File: src/rtl/fetch_pc_unit.sv
// Instruction-fetch stage: owns the PC, fetches from imem over req/rdy and loads IF/ID.
// Optional halt-opcode support is enabled by defining FETCH_HALT_EN.
module fetch_pc_unit #(
    parameter logic [15:0] RESET_PC    = 16'h0000,
    parameter logic [3:0]  HALT_OPCODE = 4'hF
) (
    input  logic        clk,
    input  logic        rst,
    input  logic        stall,
    input  logic        redirect,
    input  logic [15:0] redirect_pc,
    output logic        imem_req,
    output logic [15:0] imem_addr,
    input  logic        imem_rdy,
    input  logic [15:0] imem_data,
    output logic [15:0] pc_cur,
    output logic [15:0] ifid_instr,
    output logic [15:0] ifid_pc_plus2,
    output logic        ifid_valid,
    output logic        halted
);

    typedef enum logic [1:0] {
        FETCH = 2'd0,
        HOLD  = 2'd1,
        DRAIN = 2'd2,
        HALT  = 2'd3
    } fetchState_t;

`ifdef FETCH_HALT_EN
    localparam logic HALT_EN = 1'b1;
`else
    localparam logic HALT_EN = 1'b0;
`endif

    fetchState_t r_state;
    logic [15:0] r_pc;
    logic [15:0] r_ifidInstr;
    logic [15:0] r_ifidPcPlus2;
    logic        r_ifidValid;
    logic [15:0] r_skid;

    fetchState_t w_stateNext;
    logic [15:0] w_pcNext;
    logic [15:0] w_ifidInstrNext;
    logic [15:0] w_ifidPcPlus2Next;
    logic        w_ifidValidNext;
    logic [15:0] w_skidNext;
    logic [15:0] w_pcPlus2;
    logic [15:0] w_acceptData;
    logic        w_acceptHalt;

    assign w_pcPlus2    = r_pc + 16'd2;
    // An instruction is accepted either straight from imem or from the skid register.
    assign w_acceptData = (r_state == HOLD) ? r_skid : imem_data;
    assign w_acceptHalt = HALT_EN && (w_acceptData[15:12] == HALT_OPCODE);

    always_comb begin
        w_stateNext       = r_state;
        w_pcNext          = r_pc;
        w_ifidInstrNext   = r_ifidInstr;
        w_ifidPcPlus2Next = r_ifidPcPlus2;
        w_ifidValidNext   = r_ifidValid;
        w_skidNext        = r_skid;
        case (r_state)
            FETCH: begin
                if (redirect) begin
                    // A request still in flight must complete before fetching the target.
                    w_pcNext        = redirect_pc;
                    w_ifidValidNext = 1'b0;
                    if (!imem_rdy) begin
                        w_stateNext = DRAIN;
                    end
                end else if (imem_rdy) begin
                    if (stall) begin
                        w_skidNext  = imem_data;
                        w_stateNext = HOLD;
                    end else begin
                        w_ifidInstrNext   = w_acceptData;
                        w_ifidPcPlus2Next = w_pcPlus2;
                        w_ifidValidNext   = 1'b1;
                        if (w_acceptHalt) begin
                            w_stateNext = HALT;
                        end else begin
                            w_pcNext = w_pcPlus2;
                        end
                    end
                end else if (!stall) begin
                    w_ifidValidNext = 1'b0;
                end
            end
            HOLD: begin
                if (redirect) begin
                    w_pcNext        = redirect_pc;
                    w_ifidValidNext = 1'b0;
                    w_stateNext     = FETCH;
                end else if (!stall) begin
                    w_ifidInstrNext   = w_acceptData;
                    w_ifidPcPlus2Next = w_pcPlus2;
                    w_ifidValidNext   = 1'b1;
                    if (w_acceptHalt) begin
                        w_stateNext = HALT;
                    end else begin
                        w_pcNext    = w_pcPlus2;
                        w_stateNext = FETCH;
                    end
                end
            end
            DRAIN: begin
                if (redirect) begin
                    w_pcNext        = redirect_pc;
                    w_ifidValidNext = 1'b0;
                end else if (!stall) begin
                    w_ifidValidNext = 1'b0;
                end
                if (imem_rdy) begin
                    w_stateNext = FETCH;
                end
            end
            HALT: begin
                if (redirect) begin
                    w_pcNext        = redirect_pc;
                    w_ifidValidNext = 1'b0;
                    w_stateNext     = FETCH;
                end else if (!stall) begin
                    w_ifidValidNext = 1'b0;
                end
            end
            default: begin
                w_stateNext = FETCH;
            end
        endcase
    end

    always_ff @(posedge clk or posedge rst) begin
        if (rst) begin
            r_state       <= FETCH;
            r_pc          <= RESET_PC;
            r_ifidInstr   <= 16'h0000;
            r_ifidPcPlus2 <= 16'h0000;
            r_ifidValid   <= 1'b0;
            r_skid        <= 16'h0000;
        end else begin
            r_state       <= w_stateNext;
            r_pc          <= w_pcNext;
            r_ifidInstr   <= w_ifidInstrNext;
            r_ifidPcPlus2 <= w_ifidPcPlus2Next;
            r_ifidValid   <= w_ifidValidNext;
            r_skid        <= w_skidNext;
        end
    end

    assign imem_req      = (r_state == FETCH) || (r_state == DRAIN);
    assign imem_addr     = r_pc;
    assign pc_cur        = r_pc;
    assign ifid_instr    = r_ifidInstr;
    assign ifid_pc_plus2 = r_ifidPcPlus2;
    assign ifid_valid    = r_ifidValid;

`ifdef FETCH_HALT_EN
    assign halted = (r_state == HALT);
`else
    assign halted = 1'b0;
`endif

endmodule
File: config.mk
export PLATFORM = sky130hd
export DESIGN_NAME = fetch_pc_unit
export DESIGN_NICKNAME = d
export VERILOG_FILES = /design/src/rtl/fetch_pc_unit.sv
export SDC_FILE = /design/constraint.sdc
export NUM_CORES = 1
export LEC_CHECK = 0
export CAP_MARGIN = 20
export CORE_MARGIN = 3
export CORE_UTILIZATION = 46
export DETAILED_ROUTE_END_ITERATION = 7
export PLACE_DENSITY = 0.85
export SLEW_MARGIN = 20
export SYNTH_ARGS = -nofsm -noshare
export SYNTH_HDL_FRONTEND = slang
export SYNTH_SLANG_ARGS = --single-unit
export TNS_END_PERCENT = 10
File: constraint.sdc
create_clock -name clk -period 2.8 [get_ports clk]
set_input_delay 0.42 -clock clk [delete_from_list [all_inputs] [get_ports clk]]
set_output_delay 0.42 -clock clk [all_outputs]
set_load 0.1 [all_outputs]
==> results.toml, run 1 <==
[outcome]
status = "complete, no violations"

[placed_design]
gp_congestion = 0.8387
dp_hpwl_mm = 5.789
io_buffer_count = 102
post_dp_cell_area_um2 = 4094

[final_layout]
layout_common_cells = "buf_4, dfrtp_1, nand2_1"
final_util = 0.6255
finalInstanceArea_um2 = 4273
final_nets = 451
area.growth.synth_to_final_pct = 30.84
drive_above_1_share = 0.2638
antennaDiodeCount = 0
mostFrequentLayoutCell = "buf_4"

[global_routing]
grt_util_all_layers = 0.2015
grt_pass1_vias = 2682
grt_pass1_wl_mm = 13.29
grt-ovfl-total = 0
antenna_found_initial = 0
grt_max_degree = 61

[floorplan]
start_util = 0.4780
die_y_um = 90.26
core_um2 = 6832
io_pins = 104
rows = 30
die_x_um = 90.26
die-area_um2 = 8146

[yosys]
synth-edff-count = 0
synth_cell_type_count = 41
synthTopCellsByArea = "dfrtp_1, nand2_1, mux2_2"
synth.net_count = 366
syn_avg_cell_area_um2 = 9.956
yosysTopAreaCell = "dfrtp_1"
seq_area_frac_synth = 0.5134
synth-seq-cells = 67
syn-instance-count = 328
ys_warn_count = 0
synth_ff_type = "dfrtp_1"
async_reset_ff_frac = 1.000
synth_top_area_share = 0.5134
syn_area_um2 = 3266

[worst_setup_path]
critical_path_class = "reg2reg"
crit_path_end_kind = "flip-flop"
crit_arrival_ps = 2530
cp-start-kind = "flip-flop"
cp_data_required_time_ps = 3060
critPathMaxFanout = 6

[detailed_routing]
initialDrtViolationCount = 100
firstDrtPassIters = 4
vias = 2676
routedLengthMet1_mm = 3.468
dr_wl_met2_mm = 3.731
drc = 0
highest_layer = "met4"
routed_wl_mm = 7.869
routed_via_density = 5.216
wl_per_cell_um = 15.34
drt.antenna.violating_nets = 0
wl_met3_um = 557

[cts]
cts.hold.buffers_added = 0
cts_max_path_buffers = 2
clock_latency_ps = 330
htreeDepth = 3
post_cts_buffers = 0
cts-root-buf = "clkbuf_8"
clock_sinks = 67
clk_pin_slew_ps = 70
cts_buffers = 9
cts_tree = "built"
cts.repair.resized = 0

[power_and_ir_drop]
vdd_drop_max_mv = 0.7275
p_leak_nw = 2.015
power_density_nw_per_um2 = 1044
total_power_w = 0.004462

[min_path]
min_path_type = "in2async"

[sta]
worst_pin_slew_ps = 900.6
final.period_utilization = 0.8110
tns_ps = 0
fin_skew_ps = 6.048
hold_viol = 0
fin_crit_ps = 2271
rsz0062_at_grt = "no"
slew_viol_final = 0
slew_headroom = 0.3981
fmax_mhz = 440.4
setup_viol = 0
fin_hold_ws_ps = 470.8

[job]
drv_cap = 0
==> layer usage <==
layer / global-route usage / vias to the layer above
met1: 0.2678 / 1268
met4: 0.08163 / 0
li1: - / 1292
met2: 0.3174 / 107
met5: 0 / -
met3: 0.04917 / 9
==> Yosys cell counts (2+ instances only) <==
cell type,count
inv_1,7
xnor2_1,10
a22o_1,2
buf_6,2
mux2i_1,16
or2_2,2
o211ai_1,2
a22oi_1,2
o21ai_0,36
nand3b_1,2
buf_4,18
xor2_1,4
nor3_1,4
nand2_1,54
buf_2,2
nor2_1,13
mux2_2,17
nand3_1,9
clkbuf_1,13
dfrtp_1,67
nor4_1,4
or4_1,2
nand4_1,5
a31oi_1,4
a21oi_1,9
or3_1,3
o22ai_1,4
o31ai_1,2
==> flip-flops by register name (all words and copies together) (netlist names) <==
| name | cells |
|---|---|
| ifid_valid | 1 |
| r_skid | 16 |
| ifid_instr | 16 |
| r_state | 2 |
| imem_addr | 16 |
| ifid_pc_plus2 | 16 |
==> report_power, final <==
part           internal [W]  leakage, nW  switching (W)  total (W)
clock network      0.000387       0.0953       0.000338   0.000724
registers           0.00121        0.815       0.000181    0.00139
logic              0.000495         1.11        0.00186    0.00235
total               0.00209         2.02        0.00237    0.00446
==> cells by family after synthesis <==
kind of cell,Yosys count,synth area share
AO/OA/AOI/OAI,67,0.1180
XOR/XNOR,14,0.03755
adder cells (fa/ha/maj),1,0.003831
buffers and inverters,43,0.07586
flip-flops,67,0.5134
multiplexers,33,0.1077
other,1,0.001148
AND/OR/NAND/NOR,102,0.1425
==> area by class of cell <==
class / instances / area, um^2
Clock inverter: 2 / 10.01
Fill cell: 602 / 2559
Inverter: 7 / 26.28
Tap cell: 96 / 120.1
Timing Repair Buffer: 110 / 928.4
Multi-Input combinational cell: 218 / 1343
Sequential cell: 67 / 1677
Clock buffer: 13 / 168.9
==> path summary, 6_finish.rpt <==
kind | slack (ps) | start | cells after the start | endpoint
max | 530 | imem_addr[2]$_DFFE_PP0P_ | 5 | imem_addr[13]$_DFFE_PP0P_
min | 470 | rst | 2 | ifid_instr[4]$_DFFE_PP0P_
max reg2reg | 530 | imem_addr[2]$_DFFE_PP0P_ | 5 | imem_addr[13]$_DFFE_PP0P_
min reg2reg | 480 | ifid_pc_plus2[14]$_DFFE_PP0P_ | 2 | ifid_pc_plus2[14]$_DFFE_PP0P_
max in group asynchronous | 1720 | rst | 3 | r_skid[5]$_DFFE_PP0P_
min in group clk | 480 | ifid_pc_plus2[14]$_DFFE_PP0P_ | 2 | ifid_pc_plus2[14]$_DFFE_PP0P_
==> through the flow <==
step / std cells / setup slack (ps)
6_report: 513 / 529.3
5_1_grt: 513 / 362.7
4_1_cts: 513 / 549.7
3_5_place_dp: 498 / 538.4
3_3_place_gp: 498 / 567.4
2_1_floorplan: 328 / 82.24
==> worst max-delay path, stage by stage (launching register included) <==
cell and delay (ps):
dfrtp_1 450, ha_1 340, nand3_1 260, or3_1 450, or4_1 520, a31oi_1 170
(Power assumes the default switching activity.)
==> run 2: changes to the inputs <==
==> constraint.sdc (replaced) <==
create_clock -name clk -period 2.13 [get_ports clk]
set_input_delay 0.3195 -clock clk [delete_from_list [all_inputs] [get_ports clk]]
set_output_delay 0.3195 -clock clk [all_outputs]
set_load 0.1 [all_outputs]
==> results.toml, run 2 (synthesis results as in run 1) <==
[outcome]
status = "complete, no violations"

[cts]
clock_latency_ps = 340
post_cts_buffers = 0
cts.hold.buffers_added = 0
cts-root-buf = "clkbuf_8"
clk_pin_slew_ps = 80
cts_buffers = 9
cts.repair.resized = 0
cts_tree = "built"
cts_max_path_buffers = 2
htreeDepth = 3
clock_sinks = 67

[floorplan]
rows = 30
die-area_um2 = 8146
core_um2 = 6832
die_y_um = 90.26
io_pins = 104
die_x_um = 90.26
start_util = 0.4780

[global_routing]
antenna_found_initial = 0
grt_max_degree = 61
grt-ovfl-total = 0
grt_pass1_wl_mm = 14.01
grt_util_all_layers = 0.2151
grt_pass1_vias = 2799

[detailed_routing]
vias = 2746
initialDrtViolationCount = 207
wl_per_cell_um = 16.06
firstDrtPassIters = 5
drc = 0
routed_wl_mm = 8.400
routed_via_density = 5.250
drt.antenna.violating_nets = 0

[power_and_ir_drop]
p_leak_nw = 2.087
power_density_nw_per_um2 = 1402
vdd_drop_max_mv = 1.348

[min_path]
min_path_type = "in2async"

[sta]
fin_hold_ws_ps = 301.9
final.period_utilization = 0.9270
fin_skew_ps = 7.603
fmax_mhz = 506.4
tns_ps = 0
rsz0062_at_grt = "no"
fin_crit_ps = 1975
setup_viol = 0
worst_pin_slew_ps = 573.0
slew_viol_final = 0
slew_headroom = 0.6145
hold_viol = 0

[worst_setup_path]
r2r_slack_ps = 160
critical_path_class = "reg2reg"
crit_path_max_incr_delay_ps = 530
worstReg2RegStart = "imem_addr[2]$_DFFE_PP0P_"
path_cells = "ha_4 -> nand3_2 -> or3_4 -> or4_1 -> a31oi_1"
cp_slowest_cell = "or4_1"
rr_worst_depth = 5
crit_arrival_ps = 2230
cp-start-kind = "flip-flop"
rr_endpoint = "imem_addr[13]$_DFFE_PP0P_"
critPathMaxFanout = 6
cp_data_required_time_ps = 2390
crit_path_end_kind = "flip-flop"

[job]
drv_cap = 0

[placed_design]
gp_congestion = 0.9080
io_buffer_count = 102
dp_hpwl_mm = 6.252
dp_cells = 507

[final_layout]
antennaDiodeCount = 0
layout_common_cells = "buf_4, dfrtp_1, nand2_1"
final_nets = 460
mostFrequentLayoutCell = "buf_4"
drive_above_1_share = 0.3138
stdcell_count = 523
final_util = 0.6559
area.growth.synth_to_final_pct = 37.20
run 2: cell types whose count changed in the layout (fill, tap and decap cells not counted), moves of 3 or more:
cell       delta
dfrtp_1       -9
bufinv_16     +3
clkbuf_8      -3
buf_4         +7
dfrtp_2       +9
run 2: through the flow:
step	cell area (um^2)	total power (W)	setup slack (ps)
6_report	4481	0.006283	155.4
5_1_grt	4481	0.006518	70.06
4_1_cts	4481	0.006319	162.0
3_5_place_dp	4233	0.005010	-53.51
3_3_place_gp	4233	0.004943	-16.53
2_1_floorplan	3337	0.004348	-88.03
run 2: area by class of cell:
class | instances | area (um^2)
clock buffers | 9 | 123.9
clock inverters | 7 | 123.9
fillers | 567 | 2351
inverters | 7 | 26.28
multi-input cells | 218 | 1378
flip-flops and latches | 67 | 1688
well taps | 96 | 120.1
repair buffers | 119 | 1021
run 2: worst max-delay path, delay by kind of cell (launching register included):
kind	cells	cell delay [ps]
flops	1	440
fa+ha+maj	1	190
compound gates	1	190
simple gates	3	1080
run 2: power breakdown:
part	internal (W)	switching, W	leakage [nW]	total, W
logic	0.000678	0.00245	1.16	0.00313
clock network	0.000788	0.000521	0.120	0.00131
registers	0.00159	0.000254	0.805	0.00184
run 2: how the worst max path moves through the flow:
stage / startpoint / cells past startpoint / slack (ps) / end
2_1_floorplan: imem_addr[5]$_DFFE_PP0P_ / 6 / -90 / imem_addr[12]$_DFFE_PP0P_
3_3_place_gp: redirect / 5 / -20 / ifid_pc_plus2[14]$_DFFE_PP0P_
3_5_place_dp: redirect / 6 / -50 / ifid_instr[0]$_DFFE_PP0P_
4_1_cts: imem_addr[2]$_DFFE_PP0P_ / 5 / 160 / imem_addr[13]$_DFFE_PP0P_
5_1_grt: imem_addr[2]$_DFFE_PP0P_ / 5 / 70 / imem_addr[13]$_DFFE_PP0P_
6_report: imem_addr[2]$_DFFE_PP0P_ / 5 / 160 / imem_addr[13]$_DFFE_PP0P_
run 2: layer usage:
metal  wire [um]  GRT usage
met5           0          0
met4         102    0.07526
met3         436    0.05250
met2        4373     0.3622
met1        3488     0.2707
==> run 3: changes to the inputs <==
--- a/config.mk
+++ b/config.mk
@@ -6,7 +6,8 @@
 export NUM_CORES = 1
 export LEC_CHECK = 0
 export CAP_MARGIN = 20
-export CORE_MARGIN = 3
+export CORE_ASPECT_RATIO = 0.6
+export CORE_MARGIN = 1.5
 export CORE_UTILIZATION = 46
 export DETAILED_ROUTE_END_ITERATION = 7
 export PLACE_DENSITY = 0.85
==> results.toml, run 3 (synthesis results as in run 1) <==
[outcome]
status = "complete, no violations"

[power_and_ir_drop]
p_leak_nw = 2.085
internal_power_w = 0.003113
switching_power_w = 0.003199
swShare = 0.5068
pwr-share-comb = 0.492
clock_power_share = 0.214
pwr-share-seq = 0.294
vdd_drop_max_mv = 1.057
power_density_nw_per_um2 = 1415

[worst_setup_path]
cp-start-kind = "flip-flop"
path_cells = "ha_4 -> nand3_2 -> or3_4 -> or4_1 -> a31oi_1"
path_delay_family = "simple AND/OR/NAND/NOR gates"
crit_path_max_incr_delay_ps = 520
worstReg2RegStart = "imem_addr[1]$_DFFE_PP0P_"
crit_buf_inv = 0
cp_data_required_time_ps = 2370
critical_path_class = "reg2reg"
cp_slowest_cell = "or4_1"
critPathMaxFanout = 7
crit_path_end_kind = "flip-flop"
crit_arrival_ps = 2170
r2r_slack_ps = 210
cp-startpoint = "imem_addr[1]$_DFFE_PP0P_"

[global_routing]
antenna_found_initial = 0
grt_util_all_layers = 0.2167
grt_pass1_wl_mm = 12.50
grt_max_degree = 68
grt-ovfl-total = 0
grt_pass1_vias = 2431

[cts]
cts_tree = "built"
post_cts_buffers = 0
cts.hold.buffers_added = 0
htreeDepth = 3
clock_latency_ps = 330
clock_sinks = 67
clk_pin_slew_ps = 50
cts.repair.resized = 0
cts_max_path_buffers = 2
cts-root-buf = "clkbuf_16"
cts_buffers = 9

[sta]
final.period_utilization = 0.9033
setup_viol = 0
hold_viol = 0
slew_viol_final = 0
rsz0062_at_grt = "no"
worst_pin_slew_ps = 549.9
fin_crit_ps = 1924
fin_skew_ps = 6.047
slew_headroom = 0.6334
fmax_mhz = 519.8

[final_layout]
nFillCells = 566
stdcell_count = 511
antennaDiodeCount = 0
finalInstanceArea_um2 = 4461
mostFrequentLayoutCell = "buf_4"
drive_above_1_share = 0.3019
area.growth.synth_to_final_pct = 36.59
final_nets = 457
layout_common_cells = "buf_4, dfrtp_1, nand2_1"

[floorplan]
io_pins = 104
rows = 23
start_util = 0.4829
die_y_um = 68.27
die_x_um = 111.8
die-area_um2 = 7630
core_um2 = 6763

[detailed_routing]
drc = 0
drt.antenna.violating_nets = 0
routedLengthMet1_mm = 3.776
routed_wl_mm = 8.076
highest_layer = "met4"
firstDrtPassIters = 4
initialDrtViolationCount = 211
wl_met3_um = 774
wl_per_cell_um = 15.80
dr_wl_met2_mm = 3.445
routed_via_density = 5.342
vias = 2730

[placed_design]
gp_congestion = 0.8396
io_buffer_count = 102
dp_cells = 495
post_dp_cell_area_um2 = 4187
dp_hpwl_mm = 5.677

[min_path]
min_path_type = "in2async"

[job]
drv_cap = 0
==> run 3: cell count changes in the layout (fill, tap and decap cells not counted), sizes merged <==
cell	change
clkinvlp	-1
inv	-2
clkbuf	+5
buf	-3
clkinv	+1
bufinv	-3
==> run 3: layout make-up <==
class	count	area, um^2	area share
clock inverter	2	10.01	0.002244
timing repair buffer	116	985.9	0.2210
inverter	7	26.28	0.005891
tap	87	108.9	0.02440
clock buffer	14	264.0	0.05919
sequential	67	1688	0.3784
multi-input combinational	218	1378	0.3088
==> run 3: per-stage QoR <==
| step | util | TNS (ps) | setup slack [ps] | hold slack, ps | power, W |
|---|---|---|---|---|---|
| detailed placement | 0.6191 | -704.1 | -73.76 | 471.6 | 0.004981 |
| global placement | 0.6191 | 0 | 5.876 | 460.6 | 0.004932 |
| floorplan | - | -440.8 | -88.03 | 440.3 | 0.004348 |
| global route | 0.6596 | 0 | 142.8 | 447.0 | 0.006549 |
| CTS | 0.6596 | 0 | 220.3 | 403.6 | 0.006355 |
| finish | 0.6596 | 0 | 206.0 | 383.5 | 0.006311 |
==> run 3: power by group through the flow <==
| stage | combinational (W) | sequential [W] | clock [W] |
|---|---|---|---|
| floorplan | 0.000932 | 0.00342 | 0 |
| global placement | 0.00308 | 0.00186 | 0 |
| detailed placement | 0.00311 | 0.00187 | 0 |
| CTS | 0.00311 | 0.00185 | 0.00139 |
| global route | 0.00322 | 0.00190 | 0.00143 |
| finish | 0.00310 | 0.00186 | 0.00135 |
==> run 3: worst reg2reg max path: cells and delay by family (launching register included) <==
| kind | cells | cell delay, ps |
|---|---|---|
| DFF | 1 | 470 |
| and+or+nand+nor | 3 | 990 |
| AOI/OAI and AO/OA | 1 | 180 |
| adders and majority gates | 1 | 210 |
==> run 3: path summary, 6_finish.rpt <==
check                                                endpoint  depth (start not counted)
worst max-delay path                imem_addr[13]$_DFFE_PP0P_                          5
worst min-delay path            ifid_pc_plus2[11]$_DFFE_PP0P_                          3
worst max register to register      imem_addr[13]$_DFFE_PP0P_                          5
worst min register to register      ifid_instr[7]$_DFFE_PP0P_                          2
max in group asynchronous            imem_addr[7]$_DFFE_PP0P_                          3
min in group clk                    ifid_instr[7]$_DFFE_PP0P_                          2
==> run 3: layer usage <==
layer,vias to the layer above,GRT usage
met1,1291,0.3102
met2,127,0.3049
li1,1303,-
met3,9,0.07263
met4,0,0.07753
met5,-,0
